**src/rtl/array_34_pkg.sv**
```systemverilog
// Shared widths, enums and the SRAM command payload for the array_34 access controller.
package array_34_pkg;

   localparam int unsigned ADDR_W      = 8;
   localparam int unsigned MASK_SEG    = 8;
   localparam int unsigned MASK_GRAN   = 21;
   localparam int unsigned DATA_W      = MASK_SEG * MASK_GRAN;
   localparam int unsigned ARRAY_DEPTH = 256;

   typedef enum logic {INIT, RUN} state_t;
   typedef enum logic {READ, WRITE} req_t;

   typedef struct packed {
      logic                en;
      logic                wmode;
      logic [ADDR_W-1:0]   addr;
      logic [MASK_SEG-1:0] wmask;
      logic [DATA_W-1:0]   wdata;
   } sram_cmd_t;

endpackage

```
**src/rtl/array_34_resp_fifo.sv**
```systemverilog
// Shift-style response FIFO; the head entry is a register driving the output directly.
module array_34_resp_fifo
   import array_34_pkg::*;
#(
   parameter int unsigned DEPTH = 2
) (
   input  logic                         clock,
   input  logic                         reset,
   input  logic                         push,
   input  logic [DATA_W-1:0]            push_data,
   input  logic                         pop,
   output logic                         valid,
   output logic [DATA_W-1:0]            data,
   output logic [$clog2(DEPTH + 1)-1:0] count
);

   localparam int unsigned CNT_W = $clog2(DEPTH + 1);
   localparam int unsigned IDX_W = $clog2(DEPTH);

   logic [DATA_W-1:0] mem [DEPTH];
   logic [CNT_W-1:0]  count_nxt;
   logic [CNT_W-1:0]  wr_idx;
   logic              do_pop;

   assign do_pop    = pop && valid;
   assign wr_idx    = count - CNT_W'(do_pop);
   assign count_nxt = count + CNT_W'(push) - CNT_W'(do_pop);
   assign data      = mem[0];

   // Pop shifts everything toward the head; push lands behind the surviving entries.
   always_ff @(posedge clock or posedge reset) begin
      if (reset) begin
         count <= '0;
         valid <= 1'b0;
         for (int i = 0; i < int'(DEPTH); i++) mem[i] <= '0;
      end else begin
         if (do_pop) begin
            for (int i = 0; i < int'(DEPTH) - 1; i++) mem[i] <= mem[i + 1];
         end
         if (push && (wr_idx < CNT_W'(DEPTH))) mem[wr_idx[IDX_W-1:0]] <= push_data;
         count <= count_nxt;
         valid <= (count_nxt != '0);
      end
   end

endmodule

```
**src/rtl/array_34_ctrl.sv**
```systemverilog
// Single-port controller for array_34_ext: write/read arbitration, read response FIFO,
// and optional post-reset zero sweep.
module array_34_ctrl
   import array_34_pkg::*;
#(
   parameter bit          INIT_ENABLE = 1'b1,
   parameter int unsigned RESP_DEPTH  = 2
) (
   input  logic                clock,
   input  logic                reset,
   input  logic                wr_valid,
   output logic                wr_ready,
   input  logic [ADDR_W-1:0]   wr_addr,
   input  logic [MASK_SEG-1:0] wr_mask,
   input  logic [DATA_W-1:0]   wr_data,
   input  logic                rd_valid,
   output logic                rd_ready,
   input  logic [ADDR_W-1:0]   rd_addr,
   output logic                resp_valid,
   input  logic                resp_ready,
   output logic [DATA_W-1:0]   resp_data,
   output logic                init_done,
   output logic [ADDR_W-1:0]   sram_addr,
   output logic                sram_en,
   output logic                sram_wmode,
   output logic [MASK_SEG-1:0] sram_wmask,
   output logic [DATA_W-1:0]   sram_wdata,
   input  logic [DATA_W-1:0]   sram_rdata
);

   localparam int unsigned CNT_W = $clog2(RESP_DEPTH + 1);
   localparam int unsigned OCC_W = CNT_W + 1;
   localparam logic [ADDR_W-1:0] LAST_ADDR = ADDR_W'(ARRAY_DEPTH - 1);

   state_t            state;
   req_t              last_grant;
   logic [ADDR_W-1:0] sweep_cnt;
   logic              live;
   logic              inflight;
   logic [CNT_W-1:0]  fifo_count;
   logic [OCC_W-1:0]  occupancy;
   logic              pop;
   logic              rd_elig;
   logic              wr_elig;
   logic              grant_wr;
   logic              grant_rd;
   sram_cmd_t         cmd;

   // Credit: entries held plus the read still in the SRAM, less the one leaving now.
   assign pop       = resp_valid && resp_ready;
   assign occupancy = OCC_W'(fifo_count) + OCC_W'(inflight) - OCC_W'(pop);

   assign rd_elig  = live && (state == RUN) && rd_valid && (occupancy < OCC_W'(RESP_DEPTH));
   assign wr_elig  = live && (state == RUN) && wr_valid;
   assign grant_wr = wr_elig && (!rd_elig || (last_grant == READ));
   assign grant_rd = rd_elig && !grant_wr;

   assign wr_ready = grant_wr;
   assign rd_ready = grant_rd;

   // `live` holds every output low from reset until the first clock edge.
   always_comb begin
      cmd = '0;
      if (live && (state == INIT)) begin
         cmd.en    = 1'b1;
         cmd.wmode = 1'b1;
         cmd.addr  = sweep_cnt;
         cmd.wmask = '1;
      end else if (grant_wr) begin
         cmd.en    = |wr_mask;
         cmd.wmode = 1'b1;
         cmd.addr  = wr_addr;
         cmd.wmask = wr_mask;
         cmd.wdata = wr_data;
      end else if (grant_rd) begin
         cmd.en    = 1'b1;
         cmd.addr  = rd_addr;
      end
   end

   assign sram_en    = cmd.en;
   assign sram_wmode = cmd.wmode;
   assign sram_addr  = cmd.addr;
   assign sram_wmask = cmd.wmask;
   assign sram_wdata = cmd.wdata;

   always_ff @(posedge clock or posedge reset) begin
      if (reset) begin
         if (INIT_ENABLE) state <= INIT;
         else             state <= RUN;
         sweep_cnt  <= '0;
         live       <= 1'b0;
         init_done  <= 1'b0;
         inflight   <= 1'b0;
         last_grant <= READ;
      end else begin
         live     <= 1'b1;
         inflight <= grant_rd;
         // Round-robin pointer only moves when both channels competed.
         if (rd_elig && wr_elig) begin
            if (grant_wr) last_grant <= WRITE;
            else          last_grant <= READ;
         end
         case (state)
            INIT: begin
               if (live) begin
                  sweep_cnt <= sweep_cnt + ADDR_W'(1);
                  if (sweep_cnt == LAST_ADDR) begin
                     state     <= RUN;
                     init_done <= 1'b1;
                  end
               end
            end
            RUN:     init_done <= 1'b1;
            default: state     <= INIT;
         endcase
      end
   end

   array_34_resp_fifo #(
      .DEPTH(RESP_DEPTH)
   ) u_resp_fifo (
      .clock    (clock),
      .reset    (reset),
      .push     (inflight),
      .push_data(sram_rdata),
      .pop      (pop),
      .valid    (resp_valid),
      .data     (resp_data),
      .count    (fifo_count)
   );

endmodule

```
**config.mk**
```make
export PLATFORM = sky130hd
export DESIGN_NAME = array_34_ctrl
export DESIGN_NICKNAME = d
export VERILOG_FILES = /design/src/rtl/array_34_pkg.sv /design/src/rtl/array_34_resp_fifo.sv /design/src/rtl/array_34_ctrl.sv
export SDC_FILE = /design/constraint.sdc
export NUM_CORES = 1
export LEC_CHECK = 0
export CORE_AREA = 3 3 278 280
export DETAILED_ROUTE_END_ITERATION = 7
export DIE_AREA = 0 0 281 283
export GPL_ROUTABILITY_DRIVEN = 0
export GPL_TIMING_DRIVEN = 0
export SYNTH_ARGS = -nofsm -noshare
export SYNTH_HDL_FRONTEND = slang
export SYNTH_SLANG_ARGS = --single-unit
```
**constraint.sdc**
```tcl
create_clock -name clock -period 28.9 [get_ports clock]
set_input_delay 5.78 -clock clock [delete_from_list [all_inputs] [get_ports clock]]
set_output_delay 5.78 -clock clock [all_outputs]
set_load 0.05 [all_outputs]
```
Word-level counts from Yosys, hierarchy flattened
Index checks and enable logic that the tools add are counted.
{ "word_totals": {"regBits": 352, "latchBits": 0, "ramBits": 0, "mem_bits_ro": 0, "inputBits": 365, "word_cells": 64, "n_memories": 0} }
{ "op_classes": {"add_sub_neg": 6, "n_mul": 0, "div": 0, "magnitude_cmp": 4, "n_eq_ne": 3, "shift": 0, "mux": 19, "bitwise": 3, "n_reduce_logical": 19} }
{ "ops": {"columns": ["cell", "n"], "rows": [
  ["$mux 168", 3],
  ["$bwmux 336", 1],
  ["$mux 336", 1],
  ["$mux 176", 1],
  ["$demux 168 s1", 1],
  ["$mux 18", 1],
  ["$mux 8", 2],
  ["$logic_and 1x1->1", 12],
  ["$add 8x1->8 const B", 1],
  ["$eq 8x8->1 const B", 1],
  ["$mux 1", 8],
  ["$reduce_or 8->1", 1],
  ["$reduce_and 2->1", 2],
  ["$sub 2x1->2", 2],
  ["$add 2x1->3", 1],
  ["$lt 3x2->1 const B", 1],
  ["$sub 3x1->3", 1],
  ["$add 2x1->2", 1],
  ["$ge 2x2->1 const B", 1],
  ["$logic_not 1->1", 2],
  ["$lt 2x1->1 const B", 1],
  ["$lt 2x2->1 const B", 1],
  ["$ne 2x1->1 const B", 1],
  ["$ne 2x2->1 const B", 1],
  ["other kinds (5)", 6]
]} }

Logic depth before layout (Yosys ltp)
{ "logic_depth": {"word_depth": 12, "ltp_mapped": 13, "ltp_nobuf": 10} }

Modules after synthesis
A second synthesis with hierarchy kept.
{ "unflattened": {"hier_cells": 1353, "hier_area_um2": 18062.3} }
{ "modules_own_cells": {"columns": ["mod", "n_inst", "cells_each", "area_each_um2"], "rows": [
  ["array_34_resp_fifo", 1, 1079, 15944.0],
  ["array_34_ctrl", 1, 274, 2118.3]
]} }

Worst setup path before layout
OpenSTA, ideal clock, no wires.
{ "synth_timing": {"kind": "input port to output port", "from": "input port resp_ready", "to": "output port sram_addr[1]", "arrival_time_ns": 9.039, "t_required_ns": 23.120, "slack_ns": 14.081, "cell_stages": 11, "cell_sequence": "nand2_2 > inv_2 > buf_2 > ha_1 > inv_1 > ha_1 > inv_1 > fa_1 > nand2_1 > a2111oi_4 > a221o_1"} }
{ "synth_between": {"elab_chain_len": 12} }
{ "synth_rtl": {"columns": ["item", "line_no", "text"], "rows": [
  ["start, declared", "array_34_ctrl.sv:20", "input logic resp_ready,"],
  ["$logic_and 1x1->1 (*)", "array_34_ctrl.sv:50", "assign pop = resp_valid && resp_ready;"],
  ["$sub 3x1->3 (*)", "array_34_ctrl.sv:51", "assign occupancy = OCC_W'(fifo_count) + OCC_W'(inflight) - OCC_W'(pop);"],
  ["$lt 3x2->1 (*)", "array_34_ctrl.sv:53", "assign rd_elig = live && (state == RUN) && rd_valid && (occupancy < OCC_W'(RESP_DEPTH));"],
  ["$logic_and 1x1->1 (*)", "array_34_ctrl.sv:53", null],
  ["$logic_not 1->1", "array_34_ctrl.sv:55", "assign grant_wr = wr_elig && (!rd_elig || (last_grant == READ));"],
  ["$logic_or 1x1->1", "array_34_ctrl.sv:55", null],
  ["$logic_and 1x1->1", "array_34_ctrl.sv:55", null],
  ["$logic_not 1->1", "array_34_ctrl.sv:56", "assign grant_rd = rd_elig && !grant_wr;"],
  ["$logic_and 1x1->1 (*)", "array_34_ctrl.sv:56", null],
  ["net rd_ready", "array_34_ctrl.sv:17", "output logic rd_ready,"],
  ["$mux 8 (*)", "array_34_ctrl.sv:75", "end else if (grant_rd) begin"],
  ["$mux 8 (*)", "array_34_ctrl.sv:69", "end else if (grant_wr) begin"],
  ["$mux 18 (*)", "array_34_ctrl.sv:64", "if (live && (state == INIT)) begin"],
  ["end, declared", "array_34_ctrl.sv:23", "output logic [ADDR_W-1:0] sram_addr,"]
]} }
Mark *: on every way through the listed nets, which the timed path passes. The rest lies on a longest branch.

Worst setup path after layout
{ "layout_timing": {"from": "input port resp_ready", "to": "output port sram_wdata[113]"} }
{ "layout_between": {"elab_chain_len": 9} }
{ "layout_rtl": {"columns": ["item", "line_no", "text"], "rows": [
  ["$logic_and 1x1->1", "array_34_ctrl.sv:50", null],
  ["$sub 3x1->3", "array_34_ctrl.sv:51", null],
  ["$lt 3x2->1", "array_34_ctrl.sv:53", null],
  ["$logic_and 1x1->1", "array_34_ctrl.sv:53", null],
  ["$logic_not 1->1", "array_34_ctrl.sv:55", null],
  ["$logic_or 1x1->1", "array_34_ctrl.sv:55", null],
  ["$logic_and 1x1->1", "array_34_ctrl.sv:55", null],
  ["$mux 176", "array_34_ctrl.sv:69", null],
  ["$mux 168", "array_34_ctrl.sv:64", null],
  ["end, declared", "array_34_ctrl.sv:27", "output logic [DATA_W-1:0] sram_wdata,"]
]} }
Every way passes these cells.

==> results.md <==
Synth:
- The mapped netlist covers 17300 µm².
- Dividing the synthesized area by the synthesized cell count gives 11.3 µm².
- Yosys mapped a number of flops with a built-in enable equal to 0.
- The cell type contributing the most total cell area after synthesis is sky130_fd_sc_hd__dfrtp_1.
- The synthesized design devotes to its leading area cell type 50.8% of total area.
- The post-synth net total is roughly 1.9k.
- The netlist uses 38 different library cells.
- Sorting the synthesized cells by how often they occur yields sky130_fd_sc_hd__dfrtp_1 (352), sky130_fd_sc_hd__buf_4 (176), sky130_fd_sc_hd__and2_1 (175), sky130_fd_sc_hd__a21oi_1 (169), sky130_fd_sc_hd__nor2_1 (169).
- The count of synthesis-stage warnings from yosys is 0.
- By area the synthesized netlist is led by sky130_fd_sc_hd__dfrtp_1 (51%), sky130_fd_sc_hd__mux2_2 (10%), sky130_fd_sc_hd__mux2i_1 (9.7%).
- sky130_fd_sc_hd__dfrtp_1 is the most common cell in the netlist.
- Summing the sequential cell areas from Yosys gives 50.8% of the chip area.
- Counting every instance in the synthesized netlist gives 1537.
- After synthesis, the share of flip-flops with an asynchronous set or reset is 100%.
- Among all flip-flop cells after synthesis, the most frequent one is sky130_fd_sc_hd__dfrtp_1.
- The flip-flop and latch count after synthesis is 352.

Clock tree:
- Clock tree synthesis selected as its root buffer the cell sky130_fd_sc_hd__clkbuf_16.
- The number of sinks on the clock net is 352.
- The CTS tree is built.
- In this run the number of H-tree levels came out at 2.
- Clock-pin slew was measured on the worst setup and hold paths at 0.06 ns.
- The number of setup buffers added after CTS is 0.
- The number of gates resized after CTS was 0.
- Buffers inserted to repair hold after CTS numbered 0.
- The total CTS buffers is 43.
- The worst-case clock buffer depth is 3.
- The source-to-sink clock delay at the later pin of the worst-skew pair is 0.56 ns.

Detailed routing:
- The count of vias placed by the detailed router is approximately 15k.
- The count of routing violations after the opening detailed-route iteration is between 1k and 1.5k.
- The number of nets with antenna violations after detailed routing is 0.
- The final layout contains routed wiring with a total length of 81.2 mm.
- In the routed design, unresolved DRC markers number 0.
- The detailed-route wire length per cell is 24.4 µm.
- The number of optimization iterations in the first detailed-route pass is 5.
- The via count normalized by instance count is 4.42.

STA:
- For the final database, setup skew stands at 0.0195 ns.
- The maximum clock frequency is 0.0607 GHz.
- Setup violations remaining at the end of the flow were counted as 0.
- At the pin with the least slew margin, the transition time is about 1.2 ns.
- The worst slack on hold paths is 0.478 ns.
- The count of final max-slew check failures is 0.
- Setup repair after global routing left no endpoint under its margin.
- The smallest clock period supported by the final layout is computed as about 16 ns.
- The relative max-transition margin is approximately 22%.
- Summed over all failing endpoints, the final setup total negative slack is 0 ns.
- The final hold violation count was 0.
- The period utilization is a little under three fifths.

Placed design:
- The instance count after placement with tap cells included is between 3k and 4k.
- Detailed placement ended at an HPWL of 64.7 mm.
- The count of port buffers added during placement is approximately 720.

Cells and area:
- Excluding fillers, the count of instances in the completed layout stands at ~3.3k.
- Counting the fill cells in the layout gives 7271.
- At the end of the flow, the number of nets in the layout was roughly 2.7k.
- The total area of multi-input combinational cells is 6680 µm².
- The proportion of layout cells with a drive suffix above 1 is about a fifth.
- Registers take 8810 µm².
- The area growth from synthesis to layout is 57.9%.

Global routing:
- The pin count of the biggest net entering global routing is 124.
- The number of global-route vias before repair was 15.4k.
- The remaining global-route overflow is 0.
- The number of antenna violations at the first check in global routing is 40.
- The first global-routing pass estimated approximately 110 mm of wire.
- The overall routing resource usage is 19.9%.

Floorplanning:
- The floorplan step set the die width to roughly 280 µm.
- From bottom edge to top edge, the die measures 283 µm.
- The core region is ~75000 µm².
- Pin placement for this block handled a little over 700 I/O pins.
- For this configuration, the core starts out at a cell density of 23.2%.
- The area of the die is 79500 µm².
- Row generation in the floorplan step produced 100 rows.

Run status:
- The run finished with clean final reports.

Min path:
- The worst hold path terminates at init_done.
- The classification of the worst-slack hold path is reg2reg.
- Counting instances, the worst hold path has a depth of 1.
- The worst hold path begins at init_done.

Worst setup path:
- The worst register-to-register path has a depth of 11.
- The required time reported for the critical path endpoint is between 20 and 25 ns.
- STA classifies the critical path endpoint as an output pin.
- The endpoint of the lowest-slack register-to-register path is u_resp_fifo.data[88].
- STA puts the critical path data arrival time at 10.70 ns.
- The kind of launch point of the worst setup path is an input pin.
- Along the worst path, the maximum fanout reaches 10.
- Setup slack on the worst reg-to-reg path comes out at 24.62 ns.
- The path type of the worst setup path is in2out.
- The startpoint identified for the worst register-to-register timing path is u_resp_fifo.valid.

Power:
- The leakage power total is 12.6 nW.
- The highest ir drop seen on vdd is 0.0000492 V.
- Dividing total power by cell area gives a power density of between 60 and 70 nW/µm².

Flow run:
- Max-cap violations in this run came to 0.
-- area by class of cell --
| cell class | instances | share of cell area (%) |
|---|---|---|
| tap | 969 | 4.43 |
| antenna | 21 | 0.192 |
| clock buffer | 58 | 4.47 |
| multi-input combinational | 914 | 24.4 |
| timing repair buffer | 724 | 26.6 |
| sequential | 352 | 32.2 |
| clock inverter | 18 | 0.946 |
| inverter | 9 | 0.151 |
| buffer | 262 | 6.62 |
-- placed cells by master, fill, tap and decap left out, drive strengths merged, types with 3 or more instances in the layout --
cell type | Yosys | final
clkdlybuf4s50 | 0 | 722
dfrtp | 352 | 352
buf | 224 | 226
and2 | 175 | 175
a21oi | 170 | 170
nor2 | 169 | 169
mux2 | 169 | 169
mux2i | 168 | 168
clkbuf | 38 | 96
diode | 0 | 21
inv | 9 | 12
a221o | 8 | 8
a21o | 8 | 8
nand2 | 7 | 7
bufinv | 0 | 6
clkinv | 0 | 6
xor2 | 5 | 5
xnor2 | 5 | 5
nand4 | 5 | 5
ha | 4 | 4
nor3 | 3 | 3
clkinvlp | 0 | 3
-- routing by layer --
metal | vias to the layer above | global-route usage [%] | part of all wire (%)
met3 | 138 | 12.7 | 14
met4 | 32 | 4.79 | 2.2
met2 | 720 | 27.0 | 39
li1 | 6562 | - | -
met5 | - | 4.70 | 0.59
met1 | 7237 | 25.7 | 44
-- worst max path at each step --
stage	start	end	slack [ns]	cells after the start
3_3_place_gp	reset	sweep_cnt[6]	9.21	2
2_1_floorplan	reset	async pin	13.36	1
5_1_grt	resp_ready	sram_wdata[113]	12.12	15
6_report	resp_ready	sram_wdata[113]	12.42	15
4_1_cts	resp_ready	sram_wdata[113]	12.33	15
3_5_place_dp	resp_ready	sram_wdata[113]	12.34	15
-- critical path: stages --
cell                              delay [ns]
sky130_fd_sc_hd__clkdlybuf4s50_1        0.47
sky130_fd_sc_hd__nand2_2                0.23
sky130_fd_sc_hd__inv_2                  0.30
sky130_fd_sc_hd__buf_2                  0.45
sky130_fd_sc_hd__ha_1                   0.35
sky130_fd_sc_hd__inv_1                  0.07
sky130_fd_sc_hd__ha_1                   0.13
sky130_fd_sc_hd__inv_1                  0.05
sky130_fd_sc_hd__fa_1                   0.52
sky130_fd_sc_hd__and3_1                 0.23
sky130_fd_sc_hd__a21oi_2                0.29
sky130_fd_sc_hd__buf_4                  0.30
sky130_fd_sc_hd__clkbuf_2               0.22
sky130_fd_sc_hd__and2_1                 0.38
sky130_fd_sc_hd__clkdlybuf4s50_1        0.91
-- through the flow --
step / cell area (µm²) / setup WS, ns / util [%] / power [mW]
after detailed placement: 25800 / 12.34 / 34.6 / 1.15
after floorplan: 17300 / 13.36 / - / 0.947
after CTS: 27300 / 12.33 / 36.6 / 1.73
after global placement: 25800 / 9.21 / 34.5 / 1.14
after global routing: 27300 / 12.12 / 36.6 / 1.78
final: 27400 / 12.42 / 36.6 / 1.70
-- report_power, final --
part	internal, mW	total [mW]	leakage [nW]	switching, mW
sequential	0.551	0.587	4.71	0.0367
clock	0.350	0.566	0.724	0.216
combinational	0.243	0.551	7.12	0.308
-- logic make-up (layout without fill, tap and decap cells) --
logic type	Yosys count	in the layout	synth area share, %
simple gates	372	372	10.9
other cells	1	22	0.0216
fa+ha+maj	5	5	0.404
compound gates	189	189	5.99
buf+inv	271	1071	10.6
mux	337	337	20.7
flops	352	352	50.8
xor+xnor	10	10	0.505
No activity file was read; power rests on OpenSTA's default activity.
